==> config.mk <==
export PLATFORM = sky130hd
export DESIGN_NAME = reaction_timer_core
export DESIGN_NICKNAME = d
export VERILOG_FILES = /design/src/rtl/reaction_timer_core.sv
export SDC_FILE = /design/constraint.sdc
export NUM_CORES = 1
export LEC_CHECK = 0
export ABC_AREA = 1
export CELL_PAD_IN_SITES_DETAIL_PLACEMENT = 1
export CELL_PAD_IN_SITES_GLOBAL_PLACEMENT = 2
export CORE_AREA = 2 2 154 156
export DETAILED_ROUTE_END_ITERATION = 12
export DIE_AREA = 0 0 156 158
export GPL_TIMING_DRIVEN = 0
export PLACE_DENSITY = 0.69
export SYNTH_ARGS = -nofsm -noshare
export SYNTH_HDL_FRONTEND = slang
export SYNTH_SLANG_ARGS = --single-unit
==> constraint.sdc <==
create_clock -name clk -period 8.1 [get_ports clk]
set_input_delay 2.43 -clock clk [delete_from_list [all_inputs] [get_ports clk]]
set_output_delay 2.43 -clock clk [all_outputs]
set_load 0.05 [all_outputs]
==> src/rtl/reaction_timer_core.sv <==
// Reaction-time controller: tick divider, PRNG-scaled delay, scoring and session tracking.
// Define REACTION_AVG_EN to add the session-average accumulator and the avgScore output.
module reaction_timer_core #(
  parameter int CLK_HZ      = 50000000,
  parameter int TICK_HZ     = 1000,
  parameter int SCORE_W     = 12,
  parameter int PRNG_W      = 8,
  parameter int DELAY_MIN   = 3000,
  parameter int DELAY_MAX   = 6000,
  parameter int TRIALS_LOG2 = 2
) (
  input  logic                   clk,
  input  logic                   iReset,
  input  logic [PRNG_W-1:0]      iPRNG,
  input  logic                   iStart,
  input  logic                   iResponse,
  input  logic                   iClearSession,
  output logic                   oStimulus,
  output logic                   oBusy,
  output logic                   oDone,
  output logic                   oFalseStart,
  output logic                   oTimeout,
  output logic [SCORE_W-1:0]     currentScore,
  output logic [SCORE_W-1:0]     highScore,
  output logic [TRIALS_LOG2:0]   trialCount,
  output logic                   oSessionDone
`ifdef REACTION_AVG_EN
  ,
  output logic [SCORE_W-1:0]     avgScore
`endif
);

  localparam int DIV     = CLK_HZ / TICK_HZ;
  localparam int DIV_W   = (DIV > 2) ? $clog2(DIV) : 1;
  localparam int RANGE   = DELAY_MAX - DELAY_MIN;
  localparam int RANGE_W = $clog2(RANGE + 1);
  localparam int PROD_W  = PRNG_W + RANGE_W;
  localparam int DELAY_W = $clog2(DELAY_MAX + 1);

  localparam logic [DIV_W-1:0]     DIV_LAST   = DIV_W'(DIV - 1);
  localparam logic [SCORE_W-1:0]   SMAX       = '1;
  localparam logic [SCORE_W-1:0]   SCORE_LAST = {{(SCORE_W-1){1'b1}}, 1'b0};
  localparam logic [TRIALS_LOG2:0] N_TRIALS   = {1'b1, {TRIALS_LOG2{1'b0}}};

  typedef enum logic [1:0] {
    S_IDLE = 2'd0,
    S_WAIT = 2'd1,
    S_GO   = 2'd2
  } state_t;

  state_t                r_state;
  state_t                w_state_nxt;

  logic [DIV_W-1:0]      r_div;
  logic [DELAY_W-1:0]    r_delay;
  logic [SCORE_W-1:0]    r_count;
  logic                  r_stim;
  logic                  r_busy;
  logic                  r_done;
  logic                  r_false_start;
  logic                  r_timeout;
  logic [SCORE_W-1:0]    r_score;
  logic [SCORE_W-1:0]    r_best;
  logic [TRIALS_LOG2:0]  r_trials;
  logic                  r_session_done;

  logic                  w_tick;
  logic                  w_start_ok;
  logic                  w_delay_done;
  logic                  w_go_enter;
  logic                  w_false;
  logic                  w_hit;
  logic                  w_timeout;
  logic [PROD_W-1:0]     w_prod;
  logic [RANGE_W-1:0]    w_scaled;
  logic [DELAY_W-1:0]    w_delay_calc;
  logic [SCORE_W-1:0]    w_best_nxt;
  logic [TRIALS_LOG2:0]  w_trials_nxt;

  // Scale the random value into [DELAY_MIN, DELAY_MAX) with a multiply and shift.
  assign w_prod       = {{RANGE_W{1'b0}}, iPRNG} * PROD_W'(RANGE);
  assign w_scaled     = RANGE_W'(w_prod >> PRNG_W);
  assign w_delay_calc = DELAY_W'(DELAY_MIN) + DELAY_W'(w_scaled);

  assign w_tick       = (r_div == '0);
  assign w_start_ok   = (r_state == S_IDLE) && iStart && !r_session_done;
  assign w_delay_done = w_tick && (r_delay <= DELAY_W'(1));
  assign w_go_enter   = (r_state == S_WAIT) && !iResponse && w_delay_done;
  assign w_false      = (r_state == S_WAIT) && iResponse;
  assign w_hit        = (r_state == S_GO) && iResponse;
  assign w_timeout    = (r_state == S_GO) && !iResponse && w_tick && (r_count == SCORE_LAST);

  always_ff @(posedge clk) begin
    if (iReset) begin
      r_state <= S_IDLE;
    end else begin
      r_state <= w_state_nxt;
    end
  end

  always_comb begin
    w_state_nxt = r_state;
    case (r_state)
      S_IDLE: begin
        if (w_start_ok) begin
          w_state_nxt = S_WAIT;
        end
      end
      S_WAIT: begin
        if (iResponse) begin
          w_state_nxt = S_IDLE;
        end else if (w_delay_done) begin
          w_state_nxt = S_GO;
        end
      end
      S_GO: begin
        if (iResponse || w_timeout) begin
          w_state_nxt = S_IDLE;
        end
      end
      default: w_state_nxt = S_IDLE;
    endcase
  end

  // Reloading on start and on entering GO makes the first tick land DIV cycles later.
  always_ff @(posedge clk) begin
    if (iReset || w_start_ok || w_go_enter || w_tick) begin
      r_div <= DIV_LAST;
    end else begin
      r_div <= r_div - DIV_W'(1);
    end
  end

  always_ff @(posedge clk) begin
    if (iReset) begin
      r_delay <= '0;
    end else if (w_start_ok) begin
      r_delay <= w_delay_calc;
    end else if ((r_state == S_WAIT) && w_tick && (r_delay != '0)) begin
      r_delay <= r_delay - DELAY_W'(1);
    end
  end

  always_ff @(posedge clk) begin
    if (iReset || w_go_enter) begin
      r_count <= '0;
    end else if ((r_state == S_GO) && w_tick) begin
      r_count <= r_count + SCORE_W'(1);
    end
  end

  // A session clear wins over a simultaneous valid response for best and count.
  always_comb begin
    w_best_nxt   = r_best;
    w_trials_nxt = r_trials;
    if (iClearSession) begin
      w_best_nxt   = SMAX;
      w_trials_nxt = '0;
    end else if (w_hit) begin
      if (r_count < r_best) begin
        w_best_nxt = r_count;
      end
      if (r_trials != N_TRIALS) begin
        w_trials_nxt = r_trials + (TRIALS_LOG2+1)'(1);
      end
    end
  end

  always_ff @(posedge clk) begin
    if (iReset) begin
      r_stim         <= 1'b0;
      r_busy         <= 1'b0;
      r_done         <= 1'b0;
      r_false_start  <= 1'b0;
      r_timeout      <= 1'b0;
      r_score        <= '0;
      r_best         <= SMAX;
      r_trials       <= '0;
      r_session_done <= 1'b0;
    end else begin
      r_stim         <= (w_state_nxt == S_GO);
      r_busy         <= (w_state_nxt != S_IDLE);
      r_done         <= w_false || w_hit || w_timeout;
      if (w_start_ok) begin
        r_false_start <= 1'b0;
        r_timeout     <= 1'b0;
      end else begin
        if (w_false) begin
          r_false_start <= 1'b1;
        end
        if (w_timeout) begin
          r_timeout <= 1'b1;
        end
      end
      if (w_hit) begin
        r_score <= r_count;
      end
      r_best         <= w_best_nxt;
      r_trials       <= w_trials_nxt;
      r_session_done <= (w_trials_nxt == N_TRIALS);
    end
  end

`ifdef REACTION_AVG_EN
  logic [SCORE_W+TRIALS_LOG2-1:0] r_acc;
  logic [SCORE_W-1:0]             r_avg;

  always_ff @(posedge clk) begin
    if (iReset || iClearSession) begin
      r_acc <= '0;
      r_avg <= '0;
    end else begin
      if (w_hit) begin
        r_acc <= r_acc + {{TRIALS_LOG2{1'b0}}, r_count};
      end
      if (r_trials == N_TRIALS) begin
        r_avg <= r_acc[SCORE_W+TRIALS_LOG2-1:TRIALS_LOG2];
      end
    end
  end

  assign avgScore = r_avg;
`else
  // Build without the session average: no accumulator, no avgScore port.
`endif

  assign oStimulus    = r_stim;
  assign oBusy        = r_busy;
  assign oDone        = r_done;
  assign oFalseStart  = r_false_start;
  assign oTimeout     = r_timeout;
  assign currentScore = r_score;
  assign highScore    = r_best;
  assign trialCount   = r_trials;
  assign oSessionDone = r_session_done;

endmodule

==> flow_summary_export.csv, run 1 <==
group,metric,value,unit
setup_path,worstPathCellList,"clkdlybuf4s50_1, inv_1, fa_1, fa_1, inv_1, fa_1, inv_1, fa_1, inv_1, ha_1, nand2_1, inv_1, nand2_1, nand2_1, xnor2_1, ha_1, nand3_1, nand3_1, nand4_1, nand3_1, nand3_1, nand2_1, a21oi_1",
synthesis,synth.distinct_cells,42,
cts,cts_resized,0,
pwr,cellPowerDensity,258.9,nW/um2
global_routing,grt_max_degree,13,
setup_path,crit_start,"iPRNG[5]",
synthesis,synth_edf_count,0,
setup_path,max_stage_delay,0.58,ns
floorplanning,die_h,158,um
finish,seqCellArea,1521,um2
setup_path,crit_slowest_cell,"clkdlybuf4s50_1",
finish,multiInputGateArea,3415,um2
cts,root_buffer,"clkbuf_16",
timing,rsz0062_at_grt,"no",
global_routing,overflow,0,
global_routing,antenna_found_initial,0,
global_routing,grt_first_pass_wirelength,25520,um
synthesis,avgSynthCellArea,7.153,um2
synthesis,yosys_warnings,0,
finish,drive_gt1_share,5.542,%
detailed_routing,vias,4974,
synthesis,ys.flop_type,"dfxtp_1",
global_routing,track_usage,12.92,%
timing,slew_violations,0,
cts,numCtsBuffers,9,
detailed_routing,dr.pass1.iters,4,
placed_design,port_buffers,45,
setup_path,cp-endpoint,"r_delay[11]",
synthesis,seq_area_frac_synth,27.03,%
setup_path,cp.required,8.30,ns
pwr,leakage,3.259,nW
cts,cts_hold_buf,0,
timing,fmax,0.1393,GHz
placed_design,dp_hpwl,12370,um
cts,clk-insertion-delay-late,0.34,ns
timing,setup_viol,0,
floorplanning,core_area,23050,um2
finish,antenna_cells,0,
timing,fin_crit,7.179,ns
synthesis,synth_common_cells,"inv_1 (163), nand2_1 (131), dfxtp_1 (76)",
cts,post_cts_buffers,0,
placed_design,dp_cells,1122,
floorplanning,die_area,24650,um2
finish,fill_cells,2846,
detailed_routing,drt_iter0_drc,108,
synthesis,syn_inst,787,
synthesis,synth_area,5629,um2
detailed_routing,viasPerCell,4.371,
worst_hold_path,hp-class,"reg -> reg",
worst_hold_path,min_path_cells,1,
setup_path,reg2reg_setup_slack,5.88,ns
synthesis,ys_seq_elements,76,
setup_path,worstSetupPathType,"in -> reg",
finish,syn_to_final_growth,19.85,%
synthesis,synthTopCellsByArea,"dfxtp_1 (27%), ha_1 (13%), inv_1 (11%)",
finish,instances_no_fill,1138,
placed_design,gp_congestion,0.7691,
cts,tritoncts,"yes",
synthesis,yosysMostFrequentCell,"inv_1",
setup_path,critPathMaxFanout,4,
status,status,"finished clean",
detailed_routing,wl,14940,um
setup_path,crit_top_cell,"inv_1",
detailed_routing,drc,0,
setup_path,rr_worst_depth,12,
floorplanning,die_w,156,um
setup_path,crit_cells,23,
detailed_routing,wl_per_cell,13.12,um
pwr,ir_worst_vdd,0.09513,mV
synthesis,netlist.area_leader.share,27.03,%
timing,worstMarginPinSlew,0.5663,ns
floorplanning,start_util,24.42,%
timing,skew,0.006688,ns
timing,slew_headroom,62.25,%
floorplanning,num_rows,56,
cts,clock_sinks,76,
synthesis,yosysTopAreaCell,"dfxtp_1",
setup_path,crit_path_start_kind,"primary input",
timing,finalHoldViolations,0,
setup_path,r2r-start,"r_div[0]",
setup_path,critical-path-top-delay-family,"adder cells",
setup_path,worstPathArrival,7.38,ns
timing,period_share,88.63,%
cts,clk_pin_slew,0.06,ns
run,cap_violations,0,
floorplanning,ios,46,
timing,finalSetupTns,0,ns
finish,nets,937,
cts,htreeDepth,3,
setup_path,r2r-end,"oBusy",
synthesis,synth_nets,881,
setup_path,cp-end-kind,"register",
synthesis,async_flop_share,0,%
global_routing,grt_pass1_vias,5192,
cts,cts_max_path_buffers,2,
detailed_routing,ant_nets,0,
setup_path,path_buf_inv,6,
cell usage in the layout (no fill, tap or decap), types with 2 or more instances in the layout:
master,count
o21ai_1,7
inv_2,3
nand2_2,4
nor2_1,67
or2_2,3
nand3_1,40
o21ai_0,48
o31ai_1,2
nand4_1,11
ha_1,57
clkdlybuf4s50_1,45
inv_1,163
nor3_2,3
a21oi_1,70
nand2_1,131
clkbuf_8,2
and3_1,2
buf_2,3
inv_4,2
clkbuf_16,9
clkbuf_1,10
nor2_2,6
xnor2_1,9
dfxtp_1,76
a31oi_1,4
xor2_1,11
nor2_4,2
o211ai_1,3
clkinv_2,2
nor3_1,13
fa_1,24
per-layer routing:
layer,share of wire [%],global-route usage (%)
met1,50,16.60
met2,47,22.84
met3,1.9,1.588
met4,1.1,3.539
met5,0,0
flip-flops by register name, indices dropped and copies added (netlist names):
signal and count:
currentScore 12, highScore 12, oBusy 1, oDone 1, oFalseStart 1, oSessionDone 1
oStimulus 1, oTimeout 1, r_count 12, r_delay 13, r_div 16, r_state 2
trialCount 3
power breakdown:
part,internal [W],total (W),switching [W]
combinational,0.000320,0.000920,0.000600
clock,0.000257,0.000424,0.000167
sequential,0.000389,0.000403,0.0000133
cell type report:
cell class	count	area share, %
plain buffers	12	0.7233
flip-flops and latches	76	22.55
clock inverters	3	0.6491
clock buffers	13	3.858
inverters	170	9.551
well taps	290	5.378
repair buffers	45	6.677
multi-input cells	529	50.61
per-stage QoR:
stage	instance area (um2)	setup slack, ns	total power [W]	hold slack (ns)	utilization, %
final	6746	0.9207	0.001746	0.3878	29.27
after global routing	6746	0.4727	0.001940	0.4175	29.27
after CTS	6746	0.8206	0.001789	0.3946	29.27
after detailed placement	6442	0.4540	0.001356	0.3782	27.95
after global placement	6442	0.4765	0.001342	0.3745	27.95
after floorplan	5629	1.643	0.001105	0.3654	-
worst min path at each step:
stage / from / to
3_3_place_gp: r_div[0] / r_div[0]
5_1_grt: r_div[0] / r_div[0]
4_1_cts: r_div[0] / r_div[0]
3_5_place_dp: r_div[0] / r_div[0]
2_1_floorplan: r_div[0] / r_div[0]
6_report: r_div[0] / r_div[0]
cells by family after synthesis:
kind of cell | Yosys count | synth area share [%]
buf+inv | 182 | 12.31
compound gates | 138 | 12.78
fa+ha+maj | 81 | 21.20
simple gates | 290 | 23.56
flops | 76 | 27.03
xor+xnor | 20 | 3.112
(Power assumes the default switching activity.)
==> inputs of run 2 (changes only) <==
--- a/config.mk
+++ b/config.mk
@@ -6,13 +6,15 @@
 export NUM_CORES = 1
 export LEC_CHECK = 0
 export ABC_AREA = 1
+export CAP_MARGIN = 20
 export CELL_PAD_IN_SITES_DETAIL_PLACEMENT = 1
 export CELL_PAD_IN_SITES_GLOBAL_PLACEMENT = 2
-export CORE_AREA = 2 2 154 156
+export CORE_AREA = 2 2 140 170
 export DETAILED_ROUTE_END_ITERATION = 12
-export DIE_AREA = 0 0 156 158
+export DIE_AREA = 0 0 142 172
 export GPL_TIMING_DRIVEN = 0
 export PLACE_DENSITY = 0.69
+export SKIP_LAST_GASP = 1
 export SYNTH_ARGS = -nofsm -noshare
 export SYNTH_HDL_FRONTEND = slang
 export SYNTH_SLANG_ARGS = --single-unit
==> run 2 against run 1 <==
Against the previous run:
- clock skew increased by 0.0053 ns
- fmax fell by 0.96%
- largest cell class unchanged
- core utilization increased by 0.099 points
- power fell by 3.6%
- largest power group unchanged
- global-route usage hardly changed
- worst hold slack improved by 0.0082 ns
- critical path type unchanged
- critical path depth stayed put
==> flow_summary_export.csv, run 2 (synthesized netlist as in run 1, its figures left out) <==
group,metric,value,unit
status,status,"finished clean",
setup_path,cp.required,8.30,ns
detailed_routing,topRoutingLayerUsed,"met4",
setup_path,rr_worst_depth,12,
cts,cts_hold_buf,0,
global_routing,grt_pass1_vias,5149,
timing,skew,0.01204,ns
placed_design,dp_hpwl,12530,um
pwr,ir_worst_vdd,0.09020,mV
detailed_routing,wl,14920,um
pwr,total_power,0.001683,W
run,cap_violations,0,
floorplanning,num_rows,61,
setup_path,cp-end-kind,"register",
cts,post_cts_buffers,0,
detailed_routing,met2_length,8058,um
global_routing,grt_max_degree,14,
finish,drive_gt1_share,5.667,%
global_routing,grt_first_pass_wirelength,25210,um
finish,largest_reg_flops,16,
worst_hold_path,min_path_cells,1,
placed_design,port_buffers,45,
cts,cts_max_path_buffers,2,
detailed_routing,drc,0,
cts,clock_sinks,76,
global_routing,track_usage,12.95,%
detailed_routing,wl_met1,6405,um
timing,slew_headroom,57.66,%
timing,setup_viol,0,
placed_design,gp_congestion,0.7323,
pwr,cellPowerDensity,251.1,nW/um2
global_routing,overflow,0,
finish,top_register,"r_div",
timing,finalSetupTns,0,ns
cts,root_buffer,"clkbuf_16",
finish,biggestRegsByFlops,"r_div (16), r_delay (13)",
setup_path,worstPathArrival,7.45,ns
setup_path,worstPathCellList,"clkdlybuf4s50_1, inv_1, fa_1, fa_1, inv_1, fa_1, inv_1, fa_1, inv_1, ha_1, nand2_1, inv_1, nand2_1, nand2_1, xnor2_1, ha_1, nand3_1, nand3_1, nand4_1, nand3_1, nand3_1, nand2_1, a21oi_1",
cts,clk_pin_slew,0.06,ns
setup_path,crit_top_cell,"inv_1",
finish,antenna_cells,0,
finish,layout_common_cells,"inv_1 (163), nand2_1 (131), dfxtp_1 (76), a21oi_1 (70), nor2_1 (67)",
worst_hold_path,hp-class,"reg -> reg",
setup_path,crit_path_start_kind,"primary input",
timing,period_share,89.49,%
timing,fmax,0.1380,GHz
floorplanning,die_w,142,um
finish,nets,937,
detailed_routing,wl_met3,243,um
setup_path,worstSetupPathType,"in -> reg",
timing,worstMarginPinSlew,0.6351,ns
timing,finalHoldViolations,0,
placed_design,place_area,6434,um2
finish,fill_cells,2859,
global_routing,antenna_found_initial,0,
detailed_routing,vias,5012,
setup_path,critPathMaxFanout,4,
cts,clk-insertion-delay-late,0.34,ns
finish,final_common_cell,"inv_1",
cts,cts_resized,0,
floorplanning,die_h,172,um
setup_path,max_stage_delay,0.58,ns
detailed_routing,dr.pass1.iters,4,
floorplanning,die_area,24420,um2
detailed_routing,wl_per_cell,13.20,um
finish,design_area,6701,um2
floorplanning,start_util,24.67,%
timing,rsz0062_at_grt,"no",
detailed_routing,viasPerCell,4.435,
cts,htreeDepth,3,
detailed_routing,ant_nets,0,
cts,numCtsBuffers,9,
pwr,leakage,3.236,nW
timing,slew_violations,0,
floorplanning,ios,46,
floorplanning,core_area,22820,um2
setup_path,crit_slowest_cell,"clkdlybuf4s50_1",
finish,syn_to_final_growth,19.05,%
timing,fin_crit,7.249,ns
cts,tritoncts,"yes",
detailed_routing,drt_iter0_drc,110,
run 2: cell type report:
type	count	area, um2	area share [%]
well taps	283	354.1	5.284
flip-flops and latches	76	1521	22.70
multi-input cells	529	3415	50.95
plain buffers	12	48.80	0.7282
clock buffers	9	225.2	3.361
clock inverters	6	42.54	0.6348
repair buffers	45	450.4	6.721
inverters	170	644.4	9.615
run 2: stage by stage:
step           hold WS (ns)  worst slack (ns)  util [%]  std cells
2_1_floorplan        0.3654             1.643         -        787
3_3_place_gp         0.3749            0.4005     28.19       1115
3_5_place_dp         0.3808            0.3618     28.19       1115
4_1_cts              0.3964            0.7224     29.37       1130
5_1_grt              0.4091            0.5041     29.37       1130
6_report             0.3960            0.8510     29.37       1130
run 2: path summary, 6_finish.rpt:
path / start / end / slack, ns
max: iPRNG[5] / r_delay[11] / 0.85
min: r_div[0] / r_div[0] / 0.40
max reg2reg: r_div[0] / oBusy / 5.77
min reg2reg: r_div[0] / r_div[0] / 0.40
run 2: power breakdown:
| part | leakage [nW] | total (W) | switching (W) | internal, W |
|---|---|---|---|---|
| registers | 0.617 | 0.000403 | 0.0000137 | 0.000389 |
| clock network | 0.127 | 0.000369 | 0.000164 | 0.000206 |
| logic | 2.49 | 0.000911 | 0.000591 | 0.000319 |
run 2: critical path: cells and delay by family:
kind	cells	cell delay (ns)
fa+ha+maj	6	2.79
xor+xnor	1	0.29
simple gates	9	0.97
buf+inv	6	0.91
compound gates	1	0.06
run 2: layer usage:
metal / vias to the layer above / global-route usage [%]
li1: 2608 / -
met1: 2347 / 14.77
met2: 45 / 25.02
met3: 12 / 1.440
met4: 0 / 4.043
met5: - / 0
==> inputs of run 3 (changes only) <==
--- a/config.mk
+++ b/config.mk
@@ -5,15 +5,14 @@
 export SDC_FILE = /design/constraint.sdc
 export NUM_CORES = 1
 export LEC_CHECK = 0
-export ABC_AREA = 1
 export CAP_MARGIN = 20
 export CELL_PAD_IN_SITES_DETAIL_PLACEMENT = 1
 export CELL_PAD_IN_SITES_GLOBAL_PLACEMENT = 2
-export CORE_AREA = 2 2 140 170
+export CORE_AREA = 2 2 138 166
 export DETAILED_ROUTE_END_ITERATION = 12
-export DIE_AREA = 0 0 142 172
+export DIE_AREA = 0 0 140 168
 export GPL_TIMING_DRIVEN = 0
-export PLACE_DENSITY = 0.69
+export PLACE_DENSITY = 0.66
 export SKIP_LAST_GASP = 1
 export SYNTH_ARGS = -nofsm -noshare
 export SYNTH_HDL_FRONTEND = slang
==> run 3 against run 2 <==
Against the previous run:
- the flow now finishes with violations (DRC)
- critical path depth is 6 lower
- sequential cell count stayed put
- clock-buffer cell count stayed put
- combinational power is 6.9% lower
- worst setup slack worse by 0.48 ns
- power is 1.0% higher
- sequential power is 4% higher
- cell count is 14% lower
- worst hold slack better by 0.058 ns
- core utilization hardly changed
==> flow_summary_export.csv, run 3 <==
group,metric,value,unit
status,status,"finished, violations left",
status,violations,"DRC",
finish,drive_gt1_share,4.741,%
finish,biggestRegsByFlops,"r_div (16), r_delay (13)",
setup_path,worstSetupPathType,"in -> reg",
timing,slew_headroom,31.16,%
timing,period_share,95.42,%
cts,numCtsBuffers,9,
detailed_routing,viasPerCell,4.701,
timing,fin_hold_ws,0.4543,ns
cts,root_buffer,"clkbuf_16",
synthesis,synth_edf_count,0,
global_routing,grt_max_degree,14,
floorplanning,core_area,22150,um2
global_routing,grt_first_pass_wirelength,24630,um
global_routing,overflow,0,
timing,rsz0062_at_grt,"no",
finish,syn_to_final_growth,20.78,%
detailed_routing,drt_iter0_drc,133,
pwr,ir_worst_vdd,0.1055,mV
finish,antenna_cells,0,
synthesis,synth_nets,730,
setup_path,critPathMaxFanout,8,
timing,fmax,0.1294,GHz
cts,cts_hold_buf,0,
run,cap_violations,0,
detailed_routing,ant_nets,0,
timing,skew,0.009857,ns
finish,largest_reg_flops,16,
floorplanning,die_area,23520,um2
synthesis,seq_area_frac_synth,28.23,%
detailed_routing,wl_per_cell,14.88,um
finish,top_register,"r_div",
cts,clock_sinks,76,
timing,setup_viol,0,
synthesis,ys_seq_elements,76,
floorplanning,ios,46,
synthesis,syn_inst,636,
cts,cts_max_path_buffers,2,
cts,htreeDepth,3,
worst_hold_path,hp-class,"reg -> reg",
finish,utilization,29.40,%
global_routing,track_usage,12.91,%
synthesis,synth_area,5390,um2
global_routing,antenna_found_initial,0,
placed_design,gp_congestion,0.8106,
timing,fin_crit,7.729,ns
finish,design_area,6510,um2
setup_path,cp-end-kind,"register",
cts,clk-insertion-delay-late,0.34,ns
placed_design,dp_hpwl,11690,um
timing,worstMarginPinSlew,1.025,ns
cts,clk_pin_slew,0.06,ns
setup_path,crit_path_start_kind,"primary input",
pwr,leakage,2.700,nW
timing,slew_violations,0,
detailed_routing,wl,14500,um
synthesis,ys.flop_type,"dfxtp_1",
finish,layout_common_cells,"inv_1 (84), dfxtp_1 (76), nand2_1 (61), ha_1 (57), nor2_1 (55)",
detailed_routing,drc,5,
floorplanning,die_h,168,um
finish,final_common_cell,"inv_1",
floorplanning,die_w,140,um
detailed_routing,dr.pass1.iters,8,
setup_path,worstPathArrival,7.94,ns
finish,nets,786,
floorplanning,start_util,24.34,%
pwr,cellPowerDensity,261.1,nW/um2
synthesis,synthTopCellsByArea,"dfxtp_1 (28%), ha_1 (13%), fa_1 (8.9%)",
synthesis,synth_common_cells,"inv_1 (84), dfxtp_1 (76), nand2_1 (61)",
cts,tritoncts,"yes",
synthesis,synth.distinct_cells,61,
setup_path,cp.required,8.31,ns
synthesis,async_flop_share,0,%
synthesis,yosysTopAreaCell,"dfxtp_1",
floorplanning,num_rows,60,
placed_design,port_buffers,45,
synthesis,yosysMostFrequentCell,"inv_1",
synthesis,avgSynthCellArea,8.475,um2
timing,finalHoldViolations,0,
synthesis,netlist.area_leader.share,28.23,%
placed_design,place_area,6190,um2
global_routing,grt_pass1_vias,4984,
detailed_routing,vias,4583,
synthesis,yosys_warnings,0,
==> run 3: per-layer routing <==
| layer | routed length, um | vias to the layer above | part of all wire, % | track usage (%) |
|---|---|---|---|---|
| li1 | - | 2299 | - | - |
| met1 | 6294 | 2213 | 43 | 14.69 |
| met2 | 7706 | 56 | 53 | 25.04 |
| met3 | 298 | 15 | 2.1 | 1.593 |
| met4 | 205 | 0 | 1.4 | 3.733 |
| met5 | 0 | - | 0 | 0 |
==> run 3: critical path, stage by stage <==
cell and delay (ns):
clkdlybuf4s50_1 0.57, inv_1 0.10, fa_1 0.58, fa_1 0.57, inv_1 0.06, fa_1 0.52
inv_1 0.05, fa_1 0.53, inv_1 0.04, ha_1 0.22, a211oi_2 0.44, o21bai_1 0.15
a221oi_2 0.60, mux2_2 0.43, a21oi_1 0.24, mux2i_1 0.32, a21oi_2 0.07
==> run 3: per-stage QoR <==
step | setup WS (ns) | total power, W | std cells | setup TNS, ns
floorplan | 0.9859 | 0.001080 | 636 | 0
global placement | -0.1344 | 0.001258 | 960 | -0.3084
detailed placement | -0.2149 | 0.001277 | 960 | -0.5866
CTS | 0.1175 | 0.001720 | 975 | 0
global route | 0.06005 | 0.001862 | 975 | 0
finish | 0.3713 | 0.001700 | 975 | 0
==> run 3: power by group <==
part	leakage (nW)	total (W)	switching, W	internal (W)
clock	0.151	0.000431	0.000163	0.000268
sequential	0.617	0.000421	0.0000230	0.000398
combinational	1.93	0.000848	0.000496	0.000352
total	2.70	0.00170	0.000681	0.00102
==> run 3: timing repair <==
item,CTS,global route
endpoints found under the hold margin,0,0
gates resized for setup,0,1
setup buffers,0,0
setup endpoints to repair,0,5
==> run 3: final cells by class <==
| type | count | area, um2 |
|---|---|---|
| multi-input cells | 455 | 3478 |
| fillers | 2624 | 15640 |
| clock buffers | 9 | 225.2 |
| inverters | 84 | 315.3 |
| clock inverters | 6 | 90.09 |
| well taps | 279 | 349.1 |
| repair buffers | 45 | 450.4 |
| flip-flops and latches | 76 | 1521 |
| plain buffers | 21 | 80.08 |
==> run 3: path summary, 6_finish.rpt <==
| path | startpoint | endpoint | slack (ns) | cells past startpoint |
|---|---|---|---|---|
| max | iPRNG[5] | r_delay[10] | 0.37 | 17 |
| min | currentScore[7] | currentScore[7] | 0.45 | 2 |
| max reg2reg | r_div[2] | r_delay[11] | 4.92 | 7 |
| min reg2reg | currentScore[7] | currentScore[7] | 0.45 | 2 |
==> run 3: logic make-up after synthesis <==
logic type | count (synthesis) | synth area share, %
DFF | 76 | 28.23
muxes | 3 | 0.5803
adders and majority gates | 81 | 22.14
buffers and inverters | 105 | 7.335
xor gates and xnor gates | 46 | 7.475
AOI/OAI and AO/OA | 129 | 16.34
and+or+nand+nor | 196 | 17.90
==> variant (config.mk and constraints of run 2) <==
Change the parameter `DELAY_MIN` from 3000 to 1500.
--- a/src/rtl/reaction_timer_core.sv
+++ b/src/rtl/reaction_timer_core.sv
@@ -6,5 +6,5 @@
   parameter int SCORE_W     = 12,
   parameter int PRNG_W      = 8,
-  parameter int DELAY_MIN   = 3000,
+  parameter int DELAY_MIN   = 1500,
   parameter int DELAY_MAX   = 6000,
   parameter int TRIALS_LOG2 = 2
Function: no difference found for any inputs over 10 cycles, from zero or initial values and one cycle with iReset high; that may be too few to reach the edited logic, so the function may still have changed.
==> variant against run 2 <==
Final cell count is 6.6% lower; count of clock-buffer cells in the layout is 1 higher; worst hold slack worse by 0.0017 ns; clock skew is 0.0030 ns lower; area after synthesis is 9.8% lower; maximum frequency is 16% higher; design area is 7.9% lower; wire length is 7.3% lower; register-to-register slack worse by 0.10 ns; sequential cell count stayed put; worst setup slack better by 0.99 ns; die area stayed put; highest routed layer unchanged.
Power is not compared: it rests on default switching activity, and its combinational part moved more than twofold at a synthesized area within 25%.
==> variant: results (changes against run 2) <==
Pleak - 2.87 nW
Final net count - 847 (was 937)
Gr usage total - 0.121 (was 0.129)
Synth warn - 0 (unchanged)
VDD IR-drop max - 120 uV
Delay of the slowest critical-path stage - 0.62 ns (was 0.58 ns)
Cts bufs inserted - 9 (unchanged)
Post-place instance area - 5880 um^2 (was 6430 um^2)
Worst setup path endpoint - r_delay[12]$_SDFFE_PP0P_ (was r_delay[11]$_SDFFE_PP0P_)
Synth unique cells - 40 (was 42)
Post-cts gate resize count - 0 (unchanged)
Fraction of layout cells with a size suffix above 1 - 0.0557 (was 0.0567)
Type of the most critical hold path - reg2reg (unchanged)
Top cells by count, synth - 147 x nand2_1, 94 x inv_1, 85 x nor2_1 (was 163 x inv_1, 131 x nand2_1, 76 x dfxtp_1)
RR Endpoint - highScore[6]$_SDFFE_PP1P_ (was oBusy$_SDFF_PP0_)
Pin count of the biggest net entering global routing - 15 (was 14)
Worst r2r path cells - 8 (was 12)
Iteration-0 DRC count of the detailed router - 102 (was 110)
Setup TNS - 0 ns (unchanged)
Post-Route WL - 13800 um (was 14900 um)
Critical path origin - iPRNG[5] (unchanged)
Most area-consuming cells after synthesis - dfxtp_1 30%, ha_1 14%, nand2_1 11%, inv_1 6.9%, nor2_1 6.3% (was dfxtp_1 27%, ha_1 13%, inv_1 11%, nand2_1 8.7%, fa_1 8.5%)
Syn_nets - 791 (was 881)
N_diodes - 0 (unchanged)
Fin Clk Skew - 0.00900 ns (was 0.0120 ns)
CTS root buf - clkbuf_16 (unchanged)
Seq/Total Area, Yosys - 0.300 (was 0.270)
Biggest regs - r_div: 16 flops, r_delay: 13 flops (unchanged)
WP data arrival - 6.49 ns (was 7.45 ns)
Crit path max-delay cell type - clkdlybuf4s50_1 (unchanged)
First-pass GRT wire length - 23500 um (was 25200 um)
R2R Setup Slk - 5.67 ns (was 5.77 ns)
Worst Tran Pin Value - 0.669 ns (was 0.635 ns)
Final setup viols - 0 (unchanged)
Buffers on Ports - 45 (unchanged)
Status - finished clean (unchanged)
Crit-path max FO - 5 (was 4)
Routability Congestion - 0.774 (was 0.732)
Worst r2r src - r_state[1]$_SDFF_PP0_ (was r_div[0]$_SDFF_PP1_)
Hpwl dp - 11500 um (was 12500 um)
Via-per-instance ratio - 4.42 (was 4.44)
H-tree depth - 3 (unchanged)
Reg clk slew, reported paths - 0.06 ns (about the same)
1st-pass router iterations - 4 (unchanged)
Vias in the first global route - 4806 (was 5149)
## variant: cell count changes in the layout (fill, tap and decap cells not counted), moves of 4 or more
cell / delta
o21ai_1: +8
a21oi_1: -17
nand2_1: +16
fa_1: -14
nand4_1: -8
nand3_1: -7
nor2_1: +18
o21ai_0: -19
inv_2: +6
inv_1: -69
nand3b_1: +4
o211ai_1: +12
## variant: logic make-up (layout without fill, tap and decap cells)
| logic type | after synthesis | count (layout) | synth area share |
|---|---|---|---|
| xor gates and xnor gates | 15 | 15 | 0.0259 |
| and+or+nand+nor | 307 | 307 | 0.265 |
| buffers and inverters | 117 | 178 | 0.0877 |
| AOI/OAI and AO/OA | 129 | 129 | 0.142 |
| adders and majority gates | 67 | 67 | 0.180 |
| DFF | 76 | 76 | 0.300 |
## variant: power by group
part / internal [mW] / switching [mW] / total (mW)
clock network: 0.218 / 0.170 / 0.388
registers: 0.384 / 0.00868 / 0.393
logic: 0.144 / 0.255 / 0.399
## variant: area by class of cell
| class | count | area [um^2] |
|---|---|---|
| Buffer | 12 | 51.3 |
| Clock buffer | 10 | 239 |
| Clock inverter | 6 | 48.8 |
| Fill cell | 2808 | 16600 |
| Inverter | 105 | 394 |
| Multi-Input combinational cell | 518 | 3110 |
| Sequential cell | 76 | 1520 |
| Tap cell | 283 | 354 |
| Timing Repair Buffer | 45 | 450 |
## variant: through the flow
stage / setup slack, ns / hold slack [ns] / power (mW) / instances / util
detailed placement: 1.41 / 0.381 / 0.807 / 1039 / 0.258
global placement: 1.42 / 0.375 / 0.805 / 1039 / 0.258
floorplan: 2.51 / 0.365 / 0.704 / 711 / -
global route: 1.40 / 0.421 / 1.29 / 1055 / 0.270
finish: 1.84 / 0.394 / 1.18 / 1055 / 0.270
CTS: 1.74 / 0.399 / 1.21 / 1055 / 0.270
## variant: worst min-delay path by stage
| stage | endpoint | slack (ns) | startpoint | cells past startpoint |
|---|---|---|---|---|
| 2_1_floorplan | r_div[0]$_SDFF_PP1_ | 0.37 | r_div[0]$_SDFF_PP1_ | 1 |
| 3_3_place_gp | r_div[0]$_SDFF_PP1_ | 0.37 | r_div[0]$_SDFF_PP1_ | 1 |
| 3_5_place_dp | r_div[0]$_SDFF_PP1_ | 0.38 | r_div[0]$_SDFF_PP1_ | 1 |
| 4_1_cts | r_div[0]$_SDFF_PP1_ | 0.40 | r_div[0]$_SDFF_PP1_ | 1 |
| 5_1_grt | r_div[0]$_SDFF_PP1_ | 0.42 | r_div[0]$_SDFF_PP1_ | 1 |
| 6_report | r_div[0]$_SDFF_PP1_ | 0.39 | r_div[0]$_SDFF_PP1_ | 1 |
## variant: layer usage
layer,global-route usage,wire length [um]
met5,0,0
met1,0.142,6150
met3,0.0172,282
met4,0.0300,165
met2,0.229,7230
